<file path="config.mk">
export PLATFORM = sky130hd
export DESIGN_NAME = uart_tx_arbiter
export DESIGN_NICKNAME = d
export VERILOG_FILES = /design/src/rtl/uart_arb_pkg.sv /design/src/rtl/uart_rr_pick.sv /design/src/rtl/uart_tx_arbiter.sv
export SDC_FILE = /design/constraint.sdc
export NUM_CORES = 1
export LEC_CHECK = 0
export BUFFER_PORTS_ARGS = -buffer_cell sky130_fd_sc_hd__buf_2
export CORE_ASPECT_RATIO = 0.9
export CORE_UTILIZATION = 40
export DETAILED_ROUTE_END_ITERATION = 16
export GPL_ROUTABILITY_DRIVEN = 1
export HOLD_SLACK_MARGIN = 0.06
export PLACE_DENSITY = 0.69
export SETUP_SLACK_MARGIN = 0.1
export SLEW_MARGIN = 20
export SYNTH_ARGS = -nofsm -noshare
export SYNTH_HDL_FRONTEND = slang
export SYNTH_SLANG_ARGS = --single-unit
export TNS_END_PERCENT = 50
</file>
<file path="constraint.sdc">
create_clock -name clk -period 1.9 [get_ports clk]
set_input_delay 0.095 -clock clk [delete_from_list [all_inputs] [get_ports clk]]
set_output_delay 0.095 -clock clk [all_outputs]
set_load 0.005 [all_outputs]
</file>
<file path="src/rtl/uart_arb_pkg.sv">
// Shared types and timing helpers for the uart_tx round-robin arbiter.
// Watchdog timing lives here; it is only used when UART_TX_ARB_WATCHDOG_EN is defined.
package uart_arb_pkg;

  typedef enum logic [1:0] {
    IDLE      = 2'd0,
    START     = 2'd1,
    WAIT_DONE = 2'd2
  } arb_state_t;

  localparam int MAX_NUM_REQ       = 8;
  localparam int DEFAULT_CLK_FREQ  = 1000000;
  localparam int DEFAULT_BAUD_RATE = 9600;

  function automatic int clks_per_bit(input int clk_freq, input int baud_rate);
    return clk_freq / baud_rate;
  endfunction

  // Abort threshold: 12 bit times, comfortably above one 10-bit frame.
  localparam int WD_LIMIT = 12 * clks_per_bit(DEFAULT_CLK_FREQ, DEFAULT_BAUD_RATE);

endpackage

</file>
<file path="src/rtl/uart_rr_pick.sv">
// Combinational wrap-around priority pick: first set req bit at or after ptr.
module uart_rr_pick #(
  parameter int NUM_REQ = 4
) (
  input  logic [NUM_REQ-1:0]         req,
  input  logic [$clog2(NUM_REQ)-1:0] ptr,
  output logic                       valid,
  output logic [$clog2(NUM_REQ)-1:0] idx
);

  localparam int IDX_W = $clog2(NUM_REQ);

  logic [IDX_W-1:0] cand;

  // Scan from the farthest candidate down so the nearest one to ptr wins.
  always_comb begin
    idx  = ptr;
    cand = ptr;
    for (int i = NUM_REQ - 1; i >= 0; i--) begin
      cand = IDX_W'((int'(ptr) + i) % NUM_REQ);
      if (req[cand]) idx = cand;
    end
  end

  assign valid = |req;

endmodule

</file>
<file path="src/rtl/uart_tx_arbiter.sv">
// Round-robin sequencer sharing one uart_tx between NUM_REQ byte producers.
// Optional watchdog abort of a stuck frame: define UART_TX_ARB_WATCHDOG_EN.
module uart_tx_arbiter
  import uart_arb_pkg::*;
#(
  parameter int NUM_REQ   = 4,
  parameter int clk_freq  = 1000000,
  parameter int baud_rate = 9600
) (
  input  logic                       clk,
  input  logic                       reset,
  input  logic [NUM_REQ-1:0]         req,
  input  logic [8*NUM_REQ-1:0]       req_data,
  output logic [NUM_REQ-1:0]         gnt,
  output logic [NUM_REQ-1:0]         done,
  output logic                       err,
  output logic                       busy,
  output logic [$clog2(NUM_REQ)-1:0] owner,
  output logic                       tx_start,
  output logic [7:0]                 tx_data,
  input  logic                       tx_busy,
  input  logic                       tx_done,
  output arb_state_t                 state
);

  localparam int IDX_W = $clog2(NUM_REQ);

  if (NUM_REQ < 2 || NUM_REQ > MAX_NUM_REQ || clks_per_bit(clk_freq, baud_rate) < 1) begin : g_bad_cfg
    $error("uart_tx_arbiter: unsupported NUM_REQ or clock/baud configuration");
  end

  arb_state_t         state_q, state_next;
  logic [IDX_W-1:0]   ptr_q, ptr_next, owner_next, pick_idx, ptr_after;
  logic [NUM_REQ-1:0] gnt_next, done_next;
  logic               err_next, busy_next, tx_start_next, pick_valid;
  logic [7:0]         tx_data_next, pick_data;

  uart_rr_pick #(.NUM_REQ(NUM_REQ)) u_pick (
    .req   (req),
    .ptr   (ptr_q),
    .valid (pick_valid),
    .idx   (pick_idx)
  );

  always_comb begin
    pick_data = 8'h00;
    for (int i = 0; i < NUM_REQ; i++) begin
      if (IDX_W'(i) == pick_idx) pick_data = req_data[8*i +: 8];
    end
  end

  assign ptr_after = (owner == IDX_W'(NUM_REQ - 1)) ? '0 : owner + IDX_W'(1);

`ifdef UART_TX_ARB_WATCHDOG_EN
  localparam int WD_CYCLES = 12 * clks_per_bit(clk_freq, baud_rate);
  localparam int WD_CNT_W  = $clog2(WD_CYCLES + 1);

  logic [WD_CNT_W-1:0] wd_cnt_q;
  logic                wd_expired;

  // Cleared everywhere outside WAIT_DONE, so it restarts on each entry.
  always_ff @(posedge clk) begin
    if (reset || state_q != WAIT_DONE) wd_cnt_q <= '0;
    else                               wd_cnt_q <= wd_cnt_q + WD_CNT_W'(1);
  end

  assign wd_expired = (wd_cnt_q == WD_CNT_W'(WD_CYCLES - 1));
`endif

  // gnt: byte latched this cycle. tx_start/tx_done: start pulse to uart_tx, end-of-stop-bit pulse back.
  always_comb begin
    state_next    = state_q;
    ptr_next      = ptr_q;
    gnt_next      = '0;
    done_next     = '0;
    err_next      = 1'b0;
    busy_next     = busy;
    owner_next    = owner;
    tx_start_next = 1'b0;
    tx_data_next  = tx_data;
    unique case (state_q)
      IDLE: begin
        if (pick_valid && !tx_busy) begin
          gnt_next[pick_idx] = 1'b1;
          tx_start_next      = 1'b1;
          tx_data_next       = pick_data;
          owner_next         = pick_idx;
          busy_next          = 1'b1;
          state_next         = START;
        end
      end
      START: state_next = WAIT_DONE;
      WAIT_DONE: begin
        if (tx_done) begin
          done_next[owner] = 1'b1;
          ptr_next         = ptr_after;
          busy_next        = 1'b0;
          state_next       = IDLE;
        end
`ifdef UART_TX_ARB_WATCHDOG_EN
        else if (wd_expired) begin
          err_next   = 1'b1;
          ptr_next   = ptr_after;
          busy_next  = 1'b0;
          state_next = IDLE;
        end
`endif
      end
      default: state_next = IDLE;
    endcase
  end

  always_ff @(posedge clk) begin
    if (reset) begin
      state_q  <= IDLE;
      ptr_q    <= '0;
      gnt      <= '0;
      done     <= '0;
      err      <= 1'b0;
      busy     <= 1'b0;
      owner    <= '0;
      tx_start <= 1'b0;
      tx_data  <= 8'h00;
    end else begin
      state_q  <= state_next;
      ptr_q    <= ptr_next;
      gnt      <= gnt_next;
      done     <= done_next;
      err      <= err_next;
      busy     <= busy_next;
      owner    <= owner_next;
      tx_start <= tx_start_next;
      tx_data  <= tx_data_next;
    end
  end

  assign state = state_q;

endmodule

</file>
# Word-level counts from Yosys, hierarchy flattened
# Index checks and enable logic that the tools add are counted.
dict set report totals {
  register_bits 24
  out_inout_bits 23
}
dict set report op_classes {
  n_lt_le_gt_ge 8
  reduce_logical 15
  muxes 28
  n_bitwise 4
  n_eq_ne 8
  add_sub_neg 4
}
# op n
set op_table {}
lappend op_table {{$mux W8} 4}
lappend op_table {{$lt A2 B3 Y1 const B} 6}
lappend op_table {{$mux W2} 7}
lappend op_table {{$mux W1} 9}
lappend op_table {{$bmux W1 S2} 4}
lappend op_table {{$pmux W2 S3} 1}
lappend op_table {{$reduce_and A2 Y1} 3}
lappend op_table {{$reduce_or A3 Y1} 2}
lappend op_table {{$add A2 B1 Y2 const B} 2}
lappend op_table {{$add A2 B2 Y2 const B} 2}
lappend op_table {{$demux W1 S2} 2}
lappend op_table {{$eq A2 B2 Y1 const A} 2}
lappend op_table {{$eq A2 B2 Y1 const B} 2}
lappend op_table {{$ge A2 B1 Y1 const B} 2}
lappend op_table {{$logic_not A2 Y1} 2}
lappend op_table {{$ne A2 B2 Y1 const B} 2}
lappend op_table {{$not A1 Y1} 4}
lappend op_table {{$reduce_or A4 Y1} 1}
lappend op_table {{$logic_and A1 B1 Y1} 3}
lappend op_table {{$reduce_and A3 Y1} 1}
lappend op_table {{$eq A1 B2 Y1 const A} 1}
lappend op_table {{$eq A2 B1 Y1 const B} 1}
lappend op_table {{$pmux W1 S2} 1}
lappend op_table {{$reduce_bool A2 Y1} 1}
lappend op_table {{2 further kinds} 2}

# Logic depth before layout (Yosys ltp)
dict set report logic_depth {
  depth_word 12
  mapped_depth 7
  depth_no_buf 5
}

# Modules after synthesis
# A second synthesis with hierarchy kept.
dict set report unflattened {
  cells_unflattened 117
  area_unflattened_um2 1184.9
}
# module cells_per_inst n_inst area_per_inst_um2 seq_area_each_um2
set modules_own_cells {}
lappend modules_own_cells {uart_tx_arbiter 101 1 1084.8 480.5}
lappend modules_own_cells {uart_rr_pick 16 1 100.1 0.0}

# Worst setup path before layout
# No wires, ideal clock.
dict set report synth_path {
  path_kind {register to register}
  start {register state_q[0] (netlist: state[0])}
  end {register tx_data[1]}
  synth_period_minus_slack_ns 1.541
  setup_slack_ns 0.359
  arrival_time_ns 1.401
  stages_incl_launch_ff 5
  cell_sequence {dfxtp_1 or4_4 buf_4 a221oi_1 a211oi_1}
}
dict set report synth_via {
  elab_chain_len 2
}
# element line_no
set synth_rtl {}
lappend synth_rtl {{from (decl)} uart_tx_arbiter.sv:32} ;# arb_state_t state_q, state_next;
lappend synth_rtl {{from (signal assigned)} uart_tx_arbiter.sv:125} ;# state_q <= state_next;
lappend synth_rtl {{$logic_not A2 Y1} uart_tx_arbiter.sv:81} ;# unique case (state_q)
lappend synth_rtl {{$reduce_and A2 Y1 (no line)} -}
lappend synth_rtl {{to (signal assigned)} uart_tx_arbiter.sv:133} ;# tx_data <= tx_data_next;
lappend synth_rtl {{to (decl)} uart_tx_arbiter.sv:20} ;# output logic [7:0] tx_data,
# Every way passes these cells.
# A chain may end at the register's enable or synchronous reset.

# Worst setup path after layout
dict set report layout_path {
  start {register state_q[0] (netlist: state[0])}
  end {register owner[1]}
}
dict set report layout_via {
  elab_chain_len 2
}
# element line_no
set layout_rtl {}
lappend layout_rtl {{$logic_not A2 Y1} uart_tx_arbiter.sv:81}
lappend layout_rtl {{$reduce_and A2 Y1 (no line)} -}
lappend layout_rtl {{to (signal assigned)} uart_tx_arbiter.sv:131} ;# owner <= owner_next;
lappend layout_rtl {{to (decl)} uart_tx_arbiter.sv:18} ;# output logic [$clog2(NUM_REQ)-1:0] owner,
# Every way passes these cells.

==> run summary <==
STATUS
-------------------------------------------------------------------------------------
Status                                                                   complete, no violations

GLOBAL ROUTE
-------------------------------------------------------------------------------------
Initial antenna violation count                                                     0
Maximum number of pins on one net before global-route repair                       18
Via count of the first global-routing pass                                       1251
Global-route wire length before repair                                        5740 um
Total congestion overflow                                                           0
Overall global routing resource usage                                           0.196

CELLS AND AREA
-------------------------------------------------------------------------------------
Area added between synthesis and finish                                         27.6%
Number of diodes added for antenna fixing                                           0
Nets                                                                              264
Register cell area after layout                                               482 um2
Core Util, Final                                                                0.537
Post-Layout Cell Count                                                            263
Share of cells above drive strength 1                                           0.379
Area occupied by multi-input gates                                            870 um2
Filler instances                                                                  329

TIMING
-------------------------------------------------------------------------------------
Maximum frequency from static timing analysis                                 598 MHz
Final WS setup                                                                 228 ps
Period utilization                                                              0.880
Relative max-transition margin                                                  0.441
Setup Skew                                                                    1.82 ps
Final min period                                                              1670 ps
Final setup vio count                                                               0
Total Negative Setup Slacks                                                      0 ps
Unrepaired setup endpoints after global routing                                 false
Hold violation count in the final report                                            0
Slew Viols, Final                                                                   0
Slew @ Worst Pin                                                               832 ps

CRITICAL PATH
-------------------------------------------------------------------------------------
Worst-case register-to-register setup slack                                    230 ps
Critical Path End Type                                                      flip-flop
Data arrival time of the critical path                                        1870 ps
Startpoint Class                                                            flip-flop
Peak fanout along the critical path                                                 9
Category of the most critical setup path                                      reg2reg
Required time at the endpoint of the critical path                            2100 ps

YOSYS
-------------------------------------------------------------------------------------
Leading cell types by total area after synthesis                         dfxtp_1, nor2_1, a221oi_1
Number of standard cells after synthesis                                          160
Number of synthesized flops with an enable pin                                      0
Leading cell types by count after synthesis                              dfxtp_1, nor2_1, o21ai_1, a211oi_1
Library cell occupying the most area in the post-synthesis netlist            dfxtp_1
Yosys Warn Count                                                                    0
Cell area after technology mapping                                           1420 um2
Number of different library cells in the post-synthesis netlist                    47
Portion of synthesized cell area occupied by the leading cell type              0.338
Number of register bits inferred by synthesis                                      24
Sequential share of the synthesized area                                        0.338
Most instantiated library cell after synthesis                                dfxtp_1
Dominant register cell in the synthesized netlist                             dfxtp_1
Post-Syn Area per Cell                                                       8.89 um2
Synth async-reset ratio                                                             0
Net count of the mapped netlist                                                   204

ROUTING
-------------------------------------------------------------------------------------
Detailed-route vias per instance                                                 5.36
Post-detailed-route wirelength per cell                                       13.4 um
Met1 Wirelength                                                               1580 um
Top layer in use                                                                 met4
Final ANT Viol Nets                                                                 0
Number of iterations in the first detailed-routing pass                             4
Routed met2 length                                                            1650 um
Count of routing violations after the opening detailed-route iteration             43
Met3 routed WL                                                                 245 um
Detailed-route DRC error count                                                      0
Vias                                                                             1409
Final wirelength                                                              3510 um

CLOCK NETWORK
-------------------------------------------------------------------------------------
CTS Sinks                                                                          24
Clock Tree Buf Depth                                                                2
Clock-pin slew of the registers on the worst-case setup and hold paths          80 ps
Clock tree from TritonCTS                                                        done
CTS Root Buffer Type                                                         clkbuf_8
Later-pin clock latency in the skew report                                     260 ps
CTS H-Tree Depth                                                                    1
Number of hold-repair buffers added at the cts stage                                0
Number of buffers added by the clock tree synthesis step                            3

DIE
-------------------------------------------------------------------------------------
Number of top-level design ports                                                   63
Chip Height                                                                   58.6 um
Die extent in x                                                               64.9 um
Number of rows in the core area                                                    20
Effective utilization at floorplan                                              0.421
Die outline area                                                             3800 um2
Area of the core                                                             3380 um2

RUN
-------------------------------------------------------------------------------------
Max-capacitance violation count                                                     0

PWR
-------------------------------------------------------------------------------------
Static Leak                                                                  0.819 nW
Internal Dissipation                                                         0.842 mW
Worst vdd rail ir drop                                                     0.000400 V
Clock share of power                                                            0.292
Relative contribution of sequential cells to total power                        0.477
Switching power share of the total                                              0.272
Pwr Density                                                                637 nW/um2
Total Power                                                                   1.16 mW
Part of the power in combinational logic                                        0.231
Psw                                                                          0.315 mW

PLACE
-------------------------------------------------------------------------------------
Routability congestion estimate                                                 0.829
Setup slack at placement                                                      59.8 ps
HPWL after detailed placement                                                 2720 um
Count of placed standard cells including taps                                     258
Port-buffer cells                                                                  61

WORST HOLD PATH
-------------------------------------------------------------------------------------
Hold WC Path Type                                                              in2reg

## final cells by class
type / instances / area share
Timing Repair Buffer: 65 / 0.185
Clock buffer: 4 / 0.0303
Sequential cell: 24 / 0.265
Inverter: 5 / 0.0103
Multi-Input combinational cell: 121 / 0.479
Tap cell: 44 / 0.0303
## power groups by stage
stage          combinational [mW]  clock, mW  sequential, mW
2_1_floorplan               0.163          0           0.564
3_3_place_gp                0.262          0           0.564
3_5_place_dp                0.263          0           0.563
4_1_cts                     0.264      0.346           0.552
5_1_grt                     0.299      0.364           0.555
6_report                    0.267      0.337           0.552
## routing by layer
metal | track usage | vias to the layer above
li1 | - | 718
met1 | 0.274 | 637
met2 | 0.307 | 50
met3 | 0.0388 | 4
met4 | 0.0540 | 0
met5 | 0 | -
## kinds of logic (layout without fill, tap and decap cells)
kind of cell,count (synthesis),in the layout,share of synthesized area
simple gates,60,60,0.258
compound gates,54,54,0.292
flops,24,24,0.338
buf+inv,15,74,0.0598
fa+ha+maj,4,4,0.0352
mux,2,2,0.0150
other cells,1,1,0.00264
## final timing paths
path                 start        to  cells after the start
hold reg to reg       busy      busy                      2
setup / recovery  state[0]  owner[1]                      3
setup reg to reg  state[0]  owner[1]                      3
hold / removal     tx_done  state[1]                      4
## repair_timing
item | 4_1_cts | 5_1_grt
endpoints found under the setup margin | 7 | 7
setup buffers | 0 | 1
pin swaps | 0 | 1
gates resized for setup | 1 | 2
## state kept, by name, summed over array words and instances, names as in the netlist
signal / cells
state: 2
gnt: 4
done: 4
tx_start: 1
busy: 1
ptr_q: 2
owner: 2
tx_data: 8
## through the flow
step / hold slack, ps / cell area (um2)
after floorplan: 307 / 1420
after global routing: 164 / 1820
after CTS: 146 / 1800
after detailed placement: 425 / 1740
final: 152 / 1820
after global placement: 431 / 1740
## cells in the final DEF (no fill, tap or decap), types with 7 or more instances in the layout
cell type	n
nor2_1	17
a221oi_1	7
dfxtp_1	23
and4_1	7
buf_2	61
o31a_1	7
o21ai_1	10
nand2_1	7
a211oi_1	8
## worst max-delay path, stage by stage, from the launching register on
cell	delay, ps
dfxtp_1	360
nor4_2	760
mux2_2	410
nor2_1	80
Power figures use the tool's default switching activity.
